[src/rtl/capture_pkg.sv]
// Shared types and geometry defaults for the camera frame-capture path.
package capture_pkg;

  typedef enum logic [1:0] {
    IDLE      = 2'd0,
    WAIT_VS   = 2'd1,
    CAPTURE   = 2'd2,
    SWAP_WAIT = 2'd3
  } capture_state_e;

  localparam int DEF_WIDTH    = 176;
  localparam int DEF_HEIGHT   = 144;
  localparam int FRAME_PIXELS = DEF_WIDTH * DEF_HEIGHT;
  localparam int BANK0_BASE   = 0;
  localparam int BANK1_BASE   = FRAME_PIXELS;

  // Bank 1 starts right after one full frame of bank 0.
  function automatic int bank_base(input logic bank, input int frame_pixels);
    if (bank) begin
      return frame_pixels;
    end else begin
      return 0;
    end
  endfunction

endpackage

[src/rtl/capture_sequencer_if.sv]
// Pixel-stream, sync and frame-buffer write signals of the capture sequencer.
interface capture_sequencer_if #(parameter int ADDR_W = 16);
  logic              arm;
  logic              continuous;
  logic              cam_vsync;
  logic              cam_href;
  logic              pix_valid;
  logic [7:0]        pix_in;
  logic              vga_vsync_neg;
  logic              w_en;
  logic [ADDR_W-1:0] w_addr;
  logic [7:0]        w_data;
  logic              wr_bank;
  logic              rd_bank;
  logic              busy;
  logic              frame_done;
  logic              error;

  modport master (
    output arm, continuous, cam_vsync, cam_href, pix_valid, pix_in, vga_vsync_neg,
    input  w_en, w_addr, w_data, wr_bank, rd_bank, busy, frame_done, error
  );

  modport slave (
    input  arm, continuous, cam_vsync, cam_href, pix_valid, pix_in, vga_vsync_neg,
    output w_en, w_addr, w_data, wr_bank, rd_bank, busy, frame_done, error
  );
endinterface

[src/rtl/capture_sequencer_edge_det.sv]
// Registered copy of a level with combinational rise/fall pulses against that copy.
module edge_det #(
  parameter logic RESET_VAL = 1'b0
) (
  input  logic clk,
  input  logic rst_n,
  input  logic level,
  output logic level_r,
  output logic rise,
  output logic fall
);

  // One-cycle history; reset value chosen so no edge fires out of reset.
  always_ff @(posedge clk or negedge rst_n) begin
    if (!rst_n) begin
      level_r <= RESET_VAL;
    end else begin
      level_r <= level;
    end
  end

  assign rise = level & ~level_r;
  assign fall = ~level & level_r;

endmodule

[src/rtl/capture_sequencer.sv]
// Frame-capture controller: writes validated camera frames into a double-buffered
// frame store and swaps banks only on VGA vertical sync.
module capture_sequencer
  import capture_pkg::*;
#(
  parameter int WIDTH  = DEF_WIDTH,
  parameter int HEIGHT = DEF_HEIGHT,
  parameter int ADDR_W = 16
) (
  input  logic                 clk,
  input  logic                 rst_n,
  capture_sequencer_if.slave   bus
);

  localparam int X_W = $clog2(WIDTH + 1);
  localparam int Y_W = $clog2(HEIGHT + 1);
  localparam logic [X_W-1:0]    WIDTH_X  = X_W'(WIDTH);
  localparam logic [Y_W-1:0]    HEIGHT_Y = Y_W'(HEIGHT);
  localparam logic [ADDR_W-1:0] WIDTH_A  = ADDR_W'(WIDTH);

  localparam logic [1:0] ST_IDLE      = 2'(IDLE);
  localparam logic [1:0] ST_WAIT_VS   = 2'(WAIT_VS);
  localparam logic [1:0] ST_CAPTURE   = 2'(CAPTURE);
  localparam logic [1:0] ST_SWAP_WAIT = 2'(SWAP_WAIT);

  logic [1:0]        state_r, state_s;
  logic [X_W-1:0]    x_r, x_inc_s;
  logic [Y_W-1:0]    y_r, y_next_s;
  logic [ADDR_W-1:0] line_base_r;
  logic              frame_bad_r, bad_s;
  logic              swap_armed_r;
  logic              wr_bank_r, rd_bank_r, busy_r, frame_done_r, error_r;
  logic              w_en_r;
  logic [ADDR_W-1:0] w_addr_r;
  logic [7:0]        w_data_r;

  logic vs_q_s, vs_rise_s, vs_fall_s;
  logic href_q_s, href_rise_s, href_fall_s;
  logic vga_q_s, vga_rise_s, vga_fall_s;
  logic unused_edges_s;
  logic in_cap_s, accept_s, line_end_s, frame_end_s;
  logic enter_cap_s, commit_s, error_set_s;

  edge_det #(.RESET_VAL(1'b1)) u_vs (
    .clk(clk), .rst_n(rst_n), .level(bus.cam_vsync),
    .level_r(vs_q_s), .rise(vs_rise_s), .fall(vs_fall_s)
  );
  edge_det #(.RESET_VAL(1'b0)) u_href (
    .clk(clk), .rst_n(rst_n), .level(bus.cam_href),
    .level_r(href_q_s), .rise(href_rise_s), .fall(href_fall_s)
  );
  edge_det #(.RESET_VAL(1'b1)) u_vga (
    .clk(clk), .rst_n(rst_n), .level(bus.vga_vsync_neg),
    .level_r(vga_q_s), .rise(vga_rise_s), .fall(vga_fall_s)
  );

  assign unused_edges_s = vs_q_s ^ href_rise_s ^ vga_q_s ^ vga_rise_s;

  // Pixel acceptance and line bookkeeping; a pixel on the HREF falling edge still
  // belongs to the line that is ending (href_q is still high).
  always_comb begin
    in_cap_s    = (state_r == ST_CAPTURE);
    accept_s    = in_cap_s & bus.pix_valid & (bus.cam_href | href_q_s)
                  & (x_r < WIDTH_X) & (y_r < HEIGHT_Y);
    line_end_s  = in_cap_s & href_fall_s;
    frame_end_s = in_cap_s & vs_rise_s;
    if (accept_s) begin
      x_inc_s = x_r + {{(X_W-1){1'b0}}, 1'b1};
    end else begin
      x_inc_s = x_r;
    end
    if (line_end_s && (y_r < HEIGHT_Y)) begin
      y_next_s = y_r + {{(Y_W-1){1'b0}}, 1'b1};
    end else begin
      y_next_s = y_r;
    end
    bad_s = frame_bad_r
            | (in_cap_s & bus.pix_valid & ~accept_s)
            | (line_end_s & (x_inc_s != WIDTH_X));
  end

  // Next-state logic.
  always_comb begin
    state_s     = state_r;
    enter_cap_s = 1'b0;
    commit_s    = 1'b0;
    error_set_s = 1'b0;
    case (state_r)
      ST_IDLE: begin
        if (bus.arm || bus.continuous) begin
          state_s = ST_WAIT_VS;
        end else begin
          state_s = ST_IDLE;
        end
      end
      ST_WAIT_VS: begin
        if (vs_fall_s) begin
          state_s     = ST_CAPTURE;
          enter_cap_s = 1'b1;
        end else begin
          state_s = ST_WAIT_VS;
        end
      end
      ST_CAPTURE: begin
        if (!frame_end_s) begin
          state_s = ST_CAPTURE;
        end else if ((y_next_s == HEIGHT_Y) && !bad_s) begin
          state_s = ST_SWAP_WAIT;
        end else begin
          error_set_s = 1'b1;
          state_s     = bus.continuous ? ST_WAIT_VS : ST_IDLE;
        end
      end
      ST_SWAP_WAIT: begin
        if (vga_fall_s && swap_armed_r) begin
          commit_s = 1'b1;
          state_s  = bus.continuous ? ST_WAIT_VS : ST_IDLE;
        end else begin
          state_s = ST_SWAP_WAIT;
        end
      end
      default: begin
        state_s = ST_IDLE;
      end
    endcase
  end

  // State, bank and status registers.
  always_ff @(posedge clk or negedge rst_n) begin
    if (!rst_n) begin
      state_r      <= ST_IDLE;
      busy_r       <= 1'b0;
      swap_armed_r <= 1'b0;
      wr_bank_r    <= 1'b0;
      rd_bank_r    <= 1'b1;
      frame_done_r <= 1'b0;
      error_r      <= 1'b0;
    end else begin
      state_r      <= state_s;
      busy_r       <= (state_s != ST_IDLE);
      // Masks a VGA edge in the first SWAP_WAIT cycle.
      swap_armed_r <= (state_r == ST_SWAP_WAIT);
      frame_done_r <= commit_s;
      if (commit_s) begin
        wr_bank_r <= ~wr_bank_r;
        rd_bank_r <= wr_bank_r;
      end else begin
        wr_bank_r <= wr_bank_r;
        rd_bank_r <= rd_bank_r;
      end
      if (error_set_s) begin
        error_r <= 1'b1;
      end else if (bus.arm) begin
        error_r <= 1'b0;
      end else begin
        error_r <= error_r;
      end
    end
  end

  // Geometry counters; x and y stop at WIDTH/HEIGHT so addresses stay in-bank.
  always_ff @(posedge clk or negedge rst_n) begin
    if (!rst_n) begin
      x_r         <= {X_W{1'b0}};
      y_r         <= {Y_W{1'b0}};
      line_base_r <= {ADDR_W{1'b0}};
      frame_bad_r <= 1'b0;
    end else if (enter_cap_s) begin
      x_r         <= {X_W{1'b0}};
      y_r         <= {Y_W{1'b0}};
      line_base_r <= ADDR_W'(bank_base(wr_bank_r, WIDTH * HEIGHT));
      frame_bad_r <= 1'b0;
    end else if (in_cap_s) begin
      x_r         <= line_end_s ? {X_W{1'b0}} : x_inc_s;
      y_r         <= y_next_s;
      line_base_r <= (line_end_s && (y_r < HEIGHT_Y)) ? (line_base_r + WIDTH_A) : line_base_r;
      frame_bad_r <= bad_s;
    end else begin
      x_r         <= x_r;
      y_r         <= y_r;
      line_base_r <= line_base_r;
      frame_bad_r <= frame_bad_r;
    end
  end

  // Buffer write port, registered as one unit.
  always_ff @(posedge clk or negedge rst_n) begin
    if (!rst_n) begin
      w_en_r   <= 1'b0;
      w_addr_r <= {ADDR_W{1'b0}};
      w_data_r <= 8'd0;
    end else if (accept_s) begin
      w_en_r   <= 1'b1;
      w_addr_r <= line_base_r + ADDR_W'(x_r);
      w_data_r <= bus.pix_in;
    end else begin
      w_en_r   <= 1'b0;
      w_addr_r <= w_addr_r;
      w_data_r <= w_data_r;
    end
  end

  assign bus.w_en       = w_en_r;
  assign bus.w_addr     = w_addr_r;
  assign bus.w_data     = w_data_r;
  assign bus.wr_bank    = wr_bank_r;
  assign bus.rd_bank    = rd_bank_r;
  assign bus.busy       = busy_r;
  assign bus.frame_done = frame_done_r;
  assign bus.error      = error_r;

endmodule

[src/flat_wrapper.sv]
// flat-port wrapper written by rule: the top's interface ports become plain ports
module capture_sequencer_flat import capture_pkg::*;
#(
  parameter int WIDTH  = DEF_WIDTH,
  parameter int HEIGHT = DEF_HEIGHT,
  parameter int ADDR_W = 16
)
  (clk, rst_n, bus_arm, bus_continuous, bus_cam_vsync, bus_cam_href, bus_pix_valid, bus_pix_in, bus_vga_vsync_neg, bus_w_en, bus_w_addr, bus_w_data, bus_wr_bank, bus_rd_bank, bus_busy, bus_frame_done, bus_error);
  capture_sequencer_if #(.ADDR_W(ADDR_W)) bus_i ();
  input  logic clk;
  input  logic rst_n;
  input wire logic [$bits(bus_i.arm)-1:0] bus_arm;
  input wire logic [$bits(bus_i.continuous)-1:0] bus_continuous;
  input wire logic [$bits(bus_i.cam_vsync)-1:0] bus_cam_vsync;
  input wire logic [$bits(bus_i.cam_href)-1:0] bus_cam_href;
  input wire logic [$bits(bus_i.pix_valid)-1:0] bus_pix_valid;
  input wire logic [$bits(bus_i.pix_in)-1:0] bus_pix_in;
  input wire logic [$bits(bus_i.vga_vsync_neg)-1:0] bus_vga_vsync_neg;
  output wire logic [$bits(bus_i.w_en)-1:0] bus_w_en;
  output wire logic [$bits(bus_i.w_addr)-1:0] bus_w_addr;
  output wire logic [$bits(bus_i.w_data)-1:0] bus_w_data;
  output wire logic [$bits(bus_i.wr_bank)-1:0] bus_wr_bank;
  output wire logic [$bits(bus_i.rd_bank)-1:0] bus_rd_bank;
  output wire logic [$bits(bus_i.busy)-1:0] bus_busy;
  output wire logic [$bits(bus_i.frame_done)-1:0] bus_frame_done;
  output wire logic [$bits(bus_i.error)-1:0] bus_error;
  assign bus_i.arm = bus_arm;
  assign bus_i.continuous = bus_continuous;
  assign bus_i.cam_vsync = bus_cam_vsync;
  assign bus_i.cam_href = bus_cam_href;
  assign bus_i.pix_valid = bus_pix_valid;
  assign bus_i.pix_in = bus_pix_in;
  assign bus_i.vga_vsync_neg = bus_vga_vsync_neg;
  assign bus_w_en = bus_i.w_en;
  assign bus_w_addr = bus_i.w_addr;
  assign bus_w_data = bus_i.w_data;
  assign bus_wr_bank = bus_i.wr_bank;
  assign bus_rd_bank = bus_i.rd_bank;
  assign bus_busy = bus_i.busy;
  assign bus_frame_done = bus_i.frame_done;
  assign bus_error = bus_i.error;
  capture_sequencer #(.WIDTH(WIDTH), .HEIGHT(HEIGHT), .ADDR_W(ADDR_W)) u_core (.clk(clk), .rst_n(rst_n), .bus(bus_i));
endmodule
[config.mk]
export PLATFORM = sky130hd
export DESIGN_NAME = capture_sequencer_flat
export DESIGN_NICKNAME = d
export VERILOG_FILES = /design/src/rtl/capture_pkg.sv /design/src/rtl/capture_sequencer_if.sv /design/src/rtl/capture_sequencer_edge_det.sv /design/src/rtl/capture_sequencer.sv /design/src/flat_wrapper.sv
export SDC_FILE = /design/constraint.sdc
export NUM_CORES = 1
export LEC_CHECK = 0
export BUFFER_PORTS_ARGS = -buffer_cell sky130_fd_sc_hd__buf_2
export CAP_MARGIN = 15
export CORE_MARGIN = 3
export CORE_UTILIZATION = 50
export CTS_BUF_LIST = sky130_fd_sc_hd__clkbuf_8 sky130_fd_sc_hd__clkbuf_16
export CTS_CLUSTER_SIZE = 25
export DETAILED_ROUTE_END_ITERATION = 10
export GPL_TIMING_DRIVEN = 1
export PLACE_DENSITY = 0.78
export SLEW_MARGIN = 25
export SYNTH_ARGS = -nofsm -noshare
export SYNTH_HDL_FRONTEND = slang
export SYNTH_SLANG_ARGS = --single-unit
[constraint.sdc]
create_clock -name clk -period 3.1 [get_ports clk]
set_input_delay 0.155 -clock clk [delete_from_list [all_inputs] [get_ports clk]]
set_output_delay 0.155 -clock clk [all_outputs]
set_load 0.02 [all_outputs]
## After elaboration in Yosys (flattened, before gate mapping)

Index checks and enable logic that the tools add are counted.

| word-level totals | value |
|---|---|
| bits of input ports | 16 |
| output and inout port bits | 30 |
| register bits after elaboration | 69 |

| cells by class | value |
|---|---|
| bitwise logic cells | 21 |
| reductions and logical operators | 11 |
| magnitude comparators | 2 |
| add/sub/neg operators | 4 |
| equality and inequality tests | 5 |
| muxes and demuxes | 30 |

Operator list:

| kind | number |
|---|---|
| 8-bit 2-to-1 mux | 7 |
| 16-bit 2-to-1 mux | 3 |
| 16-bit by 8-bit adder with 16-bit output | 1 |
| 16-bit by 8-bit adder with 16-bit output, second input constant | 1 |
| 8-bit by 1-bit adder with 8-bit output, second input constant | 2 |
| 8-bit less-than comparator, second input constant | 2 |
| 15-bit 2-to-1 mux | 1 |
| 1-bit 2-to-1 mux | 14 |
| 1-bit bitwise AND | 12 |
| 8-bit equality test, second input constant | 1 |
| 2-bit 2-to-1 mux | 4 |
| 8-bit != test, second input constant | 1 |
| 2-bit one-hot mux with 4 select lines | 1 |
| 2-bit nonzero test | 4 |
| 1-bit NOT | 6 |
| 2-bit equality test, second input constant | 2 |
| 1-bit logical AND | 3 |
| 1-bit OR | 3 |
| 2-bit by 1-bit equality test with 1-bit output, second input constant | 1 |
| 2-bit zero test | 1 |
| 2-bit AND reduction | 1 |
| 1-bit zero test | 1 |
| 1-bit logical OR | 1 |

## Longest topological paths before layout

Gate-level depths: netlist of the first run.

| depth | value |
|---|---|
| depth in word-level cells | 15 |
| mapped depth | 9 |
| mapped depth without buffers | 7 |

## By module

From an unflattened synthesis of the first run, not the netlist that was laid out.

| second synthesis, totals | value |
|---|---|
| cells, all modules | 370 |
| area, all modules | 3362.0 um^2 |

Modules (own cells, without submodules):

| module | instances | cells an instance | area each (um^2) |
|---|---|---|---|
| capture_sequencer | 1 | 361 | 3239.4 |
| edge_det (u_core.u_vga ...) | 2 | 3 | 41.3 |
| edge_det (u_core.u_href) | 1 | 3 | 40.0 |

## Least setup slack after synthesis of the first run

Ideal clock, no wire load.

| timing path | value |
|---|---|
| path type | register to register |
| from | register u_core.y_r[6] |
| to | register u_core.frame_bad_r |
| data arrival time | 2.146 ns |
| setup time | 0.126 ns |
| data required time | 2.974 ns |
| period minus slack after synthesis | 2.272 ns |
| cell stages (with the launch flop) | 7 |
| path slack | 0.828 ns |
| buffers on the path | 0 |
| cell sequence | dfrtp_1 -> o31a_4 -> a2111o_4 -> o21a_1 -> a2111oi_4 -> a21oi_2 -> a221o_1 |

| between the ends | value |
|---|---|
| cells in the longest elaborated chain, start to end | 8 |
| elaborated cells between the ends (all ways) | 11 |

Ends and longest elaborated chain:

| element | RTL line | source |
|---|---|---|
| start, declared | capture_sequencer.sv:28 | `logic [Y_W-1:0] y_r, y_next_s;` |
| start signal, assigned | capture_sequencer.sv:165 | `y_r <= {Y_W{1'b0}};` |
| start signal, assigned | capture_sequencer.sv:170 | `y_r <= {Y_W{1'b0}};` |
| start signal, assigned | capture_sequencer.sv:175 | `y_r <= y_next_s;` |
| 8-bit less-than comparator (*) | capture_sequencer.sv:64 | `& (x_r < WIDTH_X) & (y_r < HEIGHT_Y);` |
| 1-bit bitwise AND (*) | capture_sequencer.sv:64 |  |
| 8-bit 2-to-1 mux or 1-bit NOT (tied branches) | capture_sequencer.sv:67, capture_sequencer.sv:78 |  |
| 8-bit != test or 1-bit bitwise AND (tied branches) | capture_sequencer.sv:79, capture_sequencer.sv:78 |  |
| 1-bit bitwise AND or 1-bit OR (tied branches) | capture_sequencer.sv:79, capture_sequencer.sv:78 |  |
| 1-bit OR (*) | capture_sequencer.sv:79 | `\| (line_end_s & (x_inc_s != WIDTH_X));` |
| 1-bit 2-to-1 mux (*) | capture_sequencer.sv:173 | `end else if (in_cap_s) begin` |
| 1-bit 2-to-1 mux (*) | capture_sequencer.sv:168 | `end else if (enter_cap_s) begin` |
| end signal, assigned | capture_sequencer.sv:177 | `frame_bad_r <= bad_s;` |
| end signal, assigned | capture_sequencer.sv:182 | `frame_bad_r <= frame_bad_r;` |
| end, declared | capture_sequencer.sv:30 | `logic frame_bad_r, bad_s;` |

Every way passes the cells marked *; elsewhere a longest branch is shown, timed or not. The select of a mux whose other input is x is not followed.
A chain may end at the register's enable or synchronous reset.

## Final worst setup path of the first run

| timing path | value |
|---|---|
| from | register u_core.state_r[0] |
| to | register u_core.frame_bad_r |

| between the ends | value |
|---|---|
| cells in the longest elaborated chain, start to end | 11 |
| elaborated cells between the ends (all ways) | 18 |

Ends and longest elaborated chain:

| element | RTL line | source |
|---|---|---|
| start, declared | capture_sequencer.sv:26 | `logic [1:0] state_r, state_s;` |
| start signal, assigned | capture_sequencer.sv:139 | `state_r <= state_s;` |
| 2-bit equality test | capture_sequencer.sv:62 | `in_cap_s = (state_r == ST_CAPTURE);` |
| 1-bit bitwise AND | capture_sequencer.sv:63, capture_sequencer.sv:78 |  |
| 1-bit bitwise AND | capture_sequencer.sv:63 | `accept_s = in_cap_s & bus.pix_valid & (bus.cam_href \| href_q_s)` |
| 1-bit bitwise AND (2 in a row) | capture_sequencer.sv:64 |  |
| 8-bit 2-to-1 mux or 1-bit NOT (tied branches) | capture_sequencer.sv:67, capture_sequencer.sv:78 |  |
| 8-bit != test or 1-bit bitwise AND (tied branches) | capture_sequencer.sv:79, capture_sequencer.sv:78 |  |
| 1-bit bitwise AND or 1-bit OR (tied branches) | capture_sequencer.sv:79, capture_sequencer.sv:78 |  |
| 1-bit OR | capture_sequencer.sv:79 |  |
| 1-bit 2-to-1 mux | capture_sequencer.sv:173 |  |
| 1-bit 2-to-1 mux | capture_sequencer.sv:168 |  |

Several ways; a longest one is shown, not always the timed one. The select of a mux whose other input is x is not followed.

==> results.sh, run 1 <==
export IMPL_status="complete, but fails checks"
export IMPL_violations="negative hold slack"
export IMPL_hold_path_class="input port to asynchronous set/reset pin"
export IMPL_synth_cells=364
export IMPL_required_ns=3.33
export IMPL_syn2layout_area_growth_pct=16.9
export IMPL_synth_avg_cell_area_um2=9.32
export IMPL_critPathArrivalTime_ns=2.84
export IMPL_synth_seq_cells=65
export IMPL_crit_fanout=15
export IMPL_place_congestion=0.876
export IMPL_vdd_drop_max_v=0.000331
export IMPL_drc=0
export IMPL_placed_area_um2=3680
export IMPL_fillers=549
export IMPL_fin_setup_tns_ns=0
export IMPL_setup_viol=0
export IMPL_netlist_area_um2=3390
export IMPL_synth_edf_count=0
export IMPL_cts_clk_slew_worst_paths_ns=0.08
export IMPL_power_density_nw_per_um2=720
export IMPL_detail_route_wl_per_cell_um=14.6
export IMPL_tightestPinTransition_ns=0.810
export IMPL_ys_top_cells_by_area="dfrtp_1 46%, nand2_1 8.0%, xor2_1 4.6%, o21ai_0 4.4%, nor2_1 2.8%"
export IMPL_timing_final_ws_setup_ns=0.493
export IMPL_die_area_um2=7810
export IMPL_die_w_um=88.4
export IMPL_final_nets=437
export IMPL_drt_pre_antenna_iters=7
export IMPL_yosys_cell_count_top_type="nand2_1"
export IMPL_cp_depth=8
export IMPL_grt_max_degree=66
export IMPL_leakagePower_nw=1.95
export IMPL_total_power_mw=2.85
export IMPL_max_freq_mhz=384
export IMPL_clk_latency_ns=0.35
export IMPL_ant_nets=0
export IMPL_maxSlewViolCount=0
export IMPL_drv_cap=0
export IMPL_rsz0062_at_grt="no"
export IMPL_std_cell_rows=29
export IMPL_ios=46
export IMPL_reg2reg_depth=8
export IMPL_antenna_found_initial=0
export IMPL_finalCritPeriodShare_pct=84.1
export IMPL_dr_total_vias=2828
export IMPL_synth_top_area_share_pct=45.7
export IMPL_path_buf_inv=2
export IMPL_start_util_pct=52.5
export IMPL_start_kind="flip-flop"
export IMPL_worstSetupEndpointType="flip-flop"
export IMPL_drtIter0Drc=161
export IMPL_cp_slowest_stage_delay_ns=0.53
export IMPL_slew_headroom_pct=46.0
export IMPL_fin_area_um2=3970
export IMPL_synth_distinct_cells=56
export IMPL_crit_type="flip-flop to flip-flop"
export IMPL_synth_top_cell_by_area="dfrtp_1"
export IMPL_timing_final_crit_period_ns=2.61
export IMPL_crit_family="compound AO/OA/AOI/OAI gates"
export IMPL_vias_per_cell=5.70
export IMPL_wl_um=7240
export IMPL_diodes=0
export IMPL_crit_chain="nand3b_1 -> a2111o_4 -> inv_2 -> buf_4 -> nand4b_1 -> a22oi_2 -> a21oi_2 -> a221o_1"
export IMPL_cts_max_level=3
export IMPL_slowest_stage="a2111o_4"
export IMPL_synth_common_cells="72 x nand2_1, 62 x dfrtp_1, 30 x o21ai_0"
export IMPL_synthArstFlopShare_pct=100
export IMPL_yosysWarningCount=0
export IMPL_cts_setup_buffers=0
export IMPL_grt_pass1_vias=2611
export IMPL_place_hpwl_um=4900
export IMPL_clockBufferDepth=2
export IMPL_ys_seq_area_share_pct=48.0
export IMPL_syn_num_nets=387
export IMPL_drive_gt1_share_pct=18.6
export IMPL_numCtsBuffers=9
export IMPL_synthFlopType="dfrtp_1"
export IMPL_clock_sinks=65
export IMPL_port_buffers=45
export IMPL_grt_remaining_overflow=0
export IMPL_clock_skew_ns=0.0118
export IMPL_hold_worst_slack_ns=-0.0191
export IMPL_finalHoldViolCount=30
export IMPL_cts_tree="done"
export IMPL_post_cts_resized_instances=0
export IMPL_fp_dieH_um=88.4
export IMPL_hold_buffers=7
export IMPL_grt_usage_pct=19.7
export IMPL_dp_slack_ns=0.502
export IMPL_core_area_um2=6460
export IMPL_grt_pass1_wl_um=12000
export IMPL_cts_root_buf="clkbuf_8"
[through the flow]
stage / cells / util, %
floorplan: 364 / -
global placement: 472 / 56.9
detailed placement: 472 / 56.9
CTS: 495 / 61.3
global route: 496 / 61.4
finish: 496 / 61.4
[state kept, by name, indices dropped and copies added, names as in the netlist]
signal	count
u_core.state_r	2
u_core.u_vga.level_r	1
u_core.swap_armed_r	1
u_core.y_r	8
u_core.u_vs.level_r	1
u_core.bus.error	1
u_core.bus.frame_done	1
u_core.bus.rd_bank	1
u_core.frame_bad_r	1
u_core.x_r	8
u_core.bus.w_data	8
u_core.bus.w_addr	16
u_core.u_href.level_r	1
u_core.line_base_r	12
u_core.bus.busy	1
u_core.bus.wr_bank	1
u_core.bus.w_en	1
[final timing paths]
path                                                       start                                 end  slack, ns
worst min register to register  u_core.bus.w_addr[6]$_DFFE_PN0N_    u_core.bus.w_addr[6]$_DFFE_PN0N_       0.47
worst max-delay path                 u_core.state_r[0]$_DFF_PN0_      u_core.frame_bad_r$_DFFE_PN0P_       0.49
worst min-delay path                                       rst_n  u_core.line_base_r[10]$_DFFE_PN0P_      -0.02
worst max register to register       u_core.state_r[0]$_DFF_PN0_      u_core.frame_bad_r$_DFFE_PN0P_       0.49
min in group clk                                   bus_pix_in[6]    u_core.bus.w_data[6]$_DFFE_PN0N_       0.01
max in group asynchronous                                  rst_n           u_core.y_r[7]$_DFFE_PN0P_       2.58
[cells by family after synthesis]
family,synth area share (%)
mux,0.959
compound gates,17.2
buf+inv,3.24
xor+xnor,6.19
flops,48.0
fa+ha+maj,2.58
simple gates,21.8
[where the power goes]
| group | total (mW) | leakage (nW) | internal, mW | switching (mW) |
|---|---|---|---|---|
| combinational | 0.836 | 0.993 | 0.324 | 0.511 |
| sequential | 1.25 | 0.852 | 1.05 | 0.199 |
| clock | 0.770 | 0.110 | 0.445 | 0.324 |
| total | 2.85 | 1.95 | 1.82 | 1.03 |
[cell usage in the layout, fill, tap and decap left out, types with 6 or more instances in the layout]
cell type,n
clkbuf_8,9
buf_2,45
nand4_1,9
inv_1,9
dlygate4sd3_1,8
o21ai_0,30
xor2_1,18
nand3_1,11
xnor2_1,6
nor2_1,25
dfrtp_1,62
o31ai_1,7
ha_1,7
a21oi_1,10
nand2_1,72
[routing by layer]
metal  routed length, um  share of wire (%)  global-route usage (%)  vias to the layer above
li1                    -                  -                       -                     1388
met1                3330                 46                    26.0                     1350
met2                3420                 47                    31.9                       73
met3                 327                4.5                    4.84                       17
met4                 157                2.2                    6.87                        0
met5                   0                  0                       0                        -
[layout make-up]
cell class                 instances  area, um2  area share, %
clock buffer                       9        124           3.12
timing repair buffer              58        343           8.64
sequential                        65       1630           41.1
inverter                           9       33.8          0.852
clock inverter                     7       86.3           2.18
multi-input combinational        271       1650           41.7
tap                               77       96.3           2.43
Power figures use the tool's default switching activity.
==> inputs of run 2 (changes only) <==
==> constraint.sdc (replaced) <==
create_clock -name clk -period 2.55 [get_ports clk]
set_input_delay 0.1275 -clock clk [delete_from_list [all_inputs] [get_ports clk]]
set_output_delay 0.1275 -clock clk [all_outputs]
set_load 0.02 [all_outputs]
==> results.sh, run 2 (synthesis gave the netlist of run 1 again) <==
export IMPL_final_nets=452
export IMPL_rsz0062_at_grt="no"
export IMPL_start_util_pct=52.5
export IMPL_place_hpwl_um=5110
export IMPL_power_density_nw_per_um2=861
export IMPL_cts_clk_slew_worst_paths_ns=0.07
export IMPL_wl_um=7550
export IMPL_critPathArrivalTime_ns=2.64
export IMPL_grt_usage_pct=21.2
export IMPL_cts_max_level=3
export IMPL_drt_pre_antenna_iters=4
export IMPL_die_w_um=88.4
export IMPL_slew_headroom_pct=60.1
export IMPL_clockBufferDepth=2
export IMPL_setup_viol=0
export IMPL_crit_type="flip-flop to flip-flop"
export IMPL_grt_pass1_wl_um=12900
export IMPL_drv_cap=0
export IMPL_fp_dieH_um=88.4
export IMPL_cts_tree="done"
export IMPL_clk_latency_ns=0.34
export IMPL_grt_pass1_vias=2769
export IMPL_hold_worst_slack_ns=0.165
export IMPL_p_seq_share_pct=42.1
export IMPL_core_area_um2=6460
export IMPL_crit_fanout=10
export IMPL_die_area_um2=7810
export IMPL_dr_total_vias=2850
export IMPL_finalCritPeriodShare_pct=94.7
export IMPL_final_cell_count_no_fill=511
export IMPL_worstSetupEndpointType="flip-flop"
export IMPL_switchingPower_mw=1.28
export IMPL_leakagePower_nw=2.03
export IMPL_max_freq_mhz=414
export IMPL_drive_gt1_share_pct=20.7
export IMPL_detail_route_wl_per_cell_um=14.8
export IMPL_placed_cells=483
export IMPL_port_buffers=45
export IMPL_r2r_slack_ns=0.14
export IMPL_timing_final_ws_setup_ns=0.136
export IMPL_fin_setup_tns_ns=0
export IMPL_std_cell_rows=29
export IMPL_layout_common_cells="72 x nand2_1, 61 x dfrtp_1, 45 x buf_2"
export IMPL_clock_skew_ns=0.00547
export IMPL_diodes=0
export IMPL_grt_max_degree=37
export IMPL_ant_nets=0
export IMPL_p_int_mw=2.24
export IMPL_tightestPinTransition_ns=0.597
export IMPL_grt_remaining_overflow=0
export IMPL_drtIter0Drc=194
export IMPL_cts_root_buf="clkbuf_8"
export IMPL_comb_power_share_pct=31.0
export IMPL_largest_reg_flops=16
export IMPL_vdd_drop_max_v=0.000493
export IMPL_p_clk_share_pct=26.9
export IMPL_numCtsBuffers=9
export IMPL_dp_slack_ns=0.171
export IMPL_required_ns=2.78
export IMPL_p_sw_share_pct=36.3
export IMPL_place_congestion=0.894
export IMPL_antenna_found_initial=0
export IMPL_syn2layout_area_growth_pct=20.5
export IMPL_drc=0
export IMPL_vias_per_cell=5.58
export IMPL_timing_final_crit_period_ns=2.41
export IMPL_finalHoldViolCount=0
export IMPL_cts_setup_buffers=0
export IMPL_clock_sinks=65
export IMPL_ios=46
export IMPL_hold_path_class="input port to flip-flop"
export IMPL_status="finished, final reports clean"
export IMPL_start_kind="flip-flop"
export IMPL_fin_util_pct=63.3
export IMPL_final_common_cell="nand2_1"
export IMPL_maxSlewViolCount=0
-- run 2: cell types whose count changed in the layout (fill, tap and decap cells not counted), sizes merged --
cell / before / now
buf: 50 / 61
dlygate4sd3: 8 / 12
-- run 2: worst max-delay path: stages, from the launching register on --
cell and delay [ns]:
dfrtp_1 0.45, o31a_4 0.34, a2111o_4 0.42, inv_2 0.17, nand3b_1 0.14, a2111oi_4 0.40, a21oi_2 0.13, a221o_1 0.26
-- run 2: cell type report --
type	count	area, um2
tap	77	96.3
inverter	9	33.8
sequential	65	1630
timing repair buffer	73	465
multi-input combinational	271	1650
fill	524	2370
clock inverter	7	86.3
clock buffer	9	124
-- run 2: layer usage --
metal / vias to the layer above / track usage (%) / routed length [um]
li1: 1418 / - / -
met1: 1349 / 28.1 / 3530
met2: 66 / 33.3 / 3520
met3: 17 / 4.38 / 331
met4: 0 / 9.89 / 164
met5: - / 0 / 0
-- run 2: path summary, 6_finish.rpt --
path | depth (start not counted) | endpoint | from
max in group asynchronous | 3 | u_core.x_r[6]$_DFFE_PN0P_ | rst_n
worst min-delay path | 3 | u_core.frame_bad_r$_DFFE_PN0P_ | bus_pix_valid
worst max register to register | 7 | u_core.frame_bad_r$_DFFE_PN0P_ | u_core.y_r[4]$_DFFE_PN0P_
worst min register to register | 2 | u_core.bus.w_data[2]$_DFFE_PN0N_ | u_core.bus.w_data[2]$_DFFE_PN0N_
min in group asynchronous | 2 | u_core.y_r[1]$_DFFE_PN0P_ | rst_n
worst max-delay path | 7 | u_core.frame_bad_r$_DFFE_PN0P_ | u_core.y_r[4]$_DFFE_PN0P_
-- run 2: metrics by stage --
step                power [mW]  area (um2)
floorplan                 2.22        3390
global placement          2.54        3760
detailed placement        2.57        3760
CTS                       3.54        4090
global route              3.77        4090
finish                    3.52        4090
-- run 2: power groups by stage --
stage          combinational [mW]  sequential [mW]  clock, mW
6_report                     1.09             1.48      0.948
5_1_grt                      1.24             1.52       1.01
4_1_cts                      1.10             1.48      0.966
3_5_place_dp                 1.07             1.50          0
3_3_place_gp                 1.05             1.49          0
2_1_floorplan               0.605             1.61          0
-- run 2: repair_timing --
action                                  in CTS  in global routing
endpoints found under the setup margin       0                  1
hold buffers                                12                  0
resized for setup                            0                  1
hold endpoints to repair                    26                  0
==> inputs of run 3 (changes only) <==
--- a/config.mk
+++ b/config.mk
@@ -14,6 +14,7 @@
 export DETAILED_ROUTE_END_ITERATION = 10
 export GPL_TIMING_DRIVEN = 1
 export PLACE_DENSITY = 0.78
+export REMOVE_ABC_BUFFERS = 1
 export SLEW_MARGIN = 25
 export SYNTH_ARGS = -nofsm -noshare
 export SYNTH_HDL_FRONTEND = slang
==> results.sh, run 3 (synthesis gave the netlist of run 1 again) <==
export IMPL_status="finished, final reports clean"
export IMPL_diodes=0
export IMPL_fillers=554
export IMPL_largest_reg_flops=16
export IMPL_final_nets=452
export IMPL_max_freq_mhz=412
export IMPL_power_density_nw_per_um2=826
export IMPL_start_util_pct=52.5
export IMPL_ant_nets=0
export IMPL_cts_tree="done"
export IMPL_tightestPinTransition_ns=0.863
export IMPL_core_area_um2=6460
export IMPL_grt_pass1_wl_um=13200
export IMPL_numCtsBuffers=9
export IMPL_vias_per_cell=5.76
export IMPL_grt_pass1_vias=2872
export IMPL_finalHoldViolCount=0
export IMPL_clockBufferDepth=2
export IMPL_p_int_mw=2.07
export IMPL_multiInputGateArea_um2=1660
export IMPL_slew_headroom_pct=42.5
export IMPL_seqCellArea_um2=1630
export IMPL_fin_util_pct=62.8
export IMPL_die_area_um2=7810
export IMPL_worstSetupEndpointType="flip-flop"
export IMPL_vdd_drop_max_v=0.000513
export IMPL_grt_remaining_overflow=0
export IMPL_crit_fanout=12
export IMPL_crit_type="flip-flop to flip-flop"
export IMPL_layout_common_cells="72 x nand2_1, 62 x dfrtp_1, 45 x buf_2"
export IMPL_setup_viol=0
export IMPL_clock_skew_ns=0.0113
export IMPL_cts_setup_buffers=0
export IMPL_finalCritPeriodShare_pct=95.2
export IMPL_cts_clk_slew_worst_paths_ns=0.07
export IMPL_p_sw_share_pct=38.3
export IMPL_port_buffers=45
export IMPL_timing_final_ws_setup_ns=0.121
export IMPL_switchingPower_mw=1.28
export IMPL_p_clk_share_pct=22.4
export IMPL_critPathArrivalTime_ns=2.68
export IMPL_drive_gt1_share_pct=20.0
export IMPL_start_kind="flip-flop"
export IMPL_place_hpwl_um=5380
export IMPL_wl_um=7780
export IMPL_detail_route_wl_per_cell_um=15.2
export IMPL_clk_latency_ns=0.36
export IMPL_maxSlewViolCount=0
export IMPL_final_common_cell="nand2_1"
export IMPL_antenna_found_initial=0
export IMPL_dr_total_vias=2945
export IMPL_p_seq_share_pct=44.6
export IMPL_drv_cap=0
export IMPL_grt_usage_pct=22.0
export IMPL_fp_dieH_um=88.4
export IMPL_hold_path_class="input port to flip-flop"
export IMPL_clock_sinks=65
export IMPL_leakagePower_nw=2.02
export IMPL_grt_max_degree=40
export IMPL_ios=46
export IMPL_std_cell_rows=29
export IMPL_die_w_um=88.4
export IMPL_required_ns=2.80
export IMPL_drc=0
export IMPL_dp_slack_ns=0.121
export IMPL_cts_max_level=3
export IMPL_timing_final_crit_period_ns=2.43
export IMPL_syn2layout_area_growth_pct=19.5
export IMPL_place_congestion=0.862
export IMPL_cts_root_buf="clkbuf_8"
export IMPL_drtIter0Drc=188
export IMPL_comb_power_share_pct=33.0
export IMPL_drt_pre_antenna_iters=4
run 3: repair_timing:
action,in CTS,in global routing
hold buffers,12,0
gates resized for setup,0,4
endpoints found under the hold margin,45,0
setup endpoints to repair,0,4
run 3: stage by stage:
stage	instances	setup TNS, ns	instance area [um2]	hold slack, ns	power, mW
2_1_floorplan	345	-0.0498	3320	-0.168	2.18
3_3_place_gp	483	0	3760	0.242	2.55
3_5_place_dp	483	0	3760	0.247	2.58
4_1_cts	511	0	4040	0.149	3.36
5_1_grt	511	-0.00244	4050	0.192	3.60
6_report	511	0	4050	0.177	3.35
run 3: critical path, cell delays in order (launching register included):
cell and delay, ns:
dfrtp_1 0.45, o31a_4 0.34, a2111o_4 0.41, inv_4 0.14, nand3b_1 0.14, a2111oi_4 0.44
a21oi_2 0.14, a221o_1 0.27
run 3: final timing paths:
kind,start,to,slack [ns],cells past startpoint
min in group asynchronous,rst_n,u_core.bus.frame_done$_DFF_PN0_,0.42,2
setup / recovery,u_core.y_r[4]$_DFFE_PN0P_,u_core.frame_bad_r$_DFFE_PN0P_,0.12,7
hold / removal,bus_arm,u_core.bus.error$_DFFE_PN0P_,0.18,4
max in group asynchronous,rst_n,u_core.x_r[0]$_DFFE_PN0P_,1.38,3
hold reg to reg,u_core.bus.w_addr[0]$_DFFE_PN0N_,u_core.bus.w_addr[0]$_DFFE_PN0N_,0.47,2
setup reg to reg,u_core.y_r[4]$_DFFE_PN0P_,u_core.frame_bad_r$_DFFE_PN0P_,0.12,7
run 3: layout make-up:
cell class,count,area share [%]
Clock buffer,10,3.40
Multi-Input combinational cell,271,41.0
Sequential cell,65,40.2
Inverter,9,0.895
Timing Repair Buffer,73,11.5
Clock inverter,6,0.586
Tap cell,77,2.38
run 3: power groups by stage:
| stage | Clock (mW) | Sequential, mW | Combinational, mW |
|---|---|---|---|
| final | 0.749 | 1.49 | 1.11 |
| after global routing | 0.825 | 1.53 | 1.25 |
| after global placement | 0 | 1.49 | 1.05 |
| after floorplan | 0 | 1.66 | 0.519 |
| after detailed placement | 0 | 1.51 | 1.08 |
| after CTS | 0.769 | 1.49 | 1.10 |
run 3: metal layers:
layer	GRT usage, %	routed length, um
met5	0	0
met2	36.0	3730
met3	5.12	430
met1	28.1	3490
met4	9.34	129
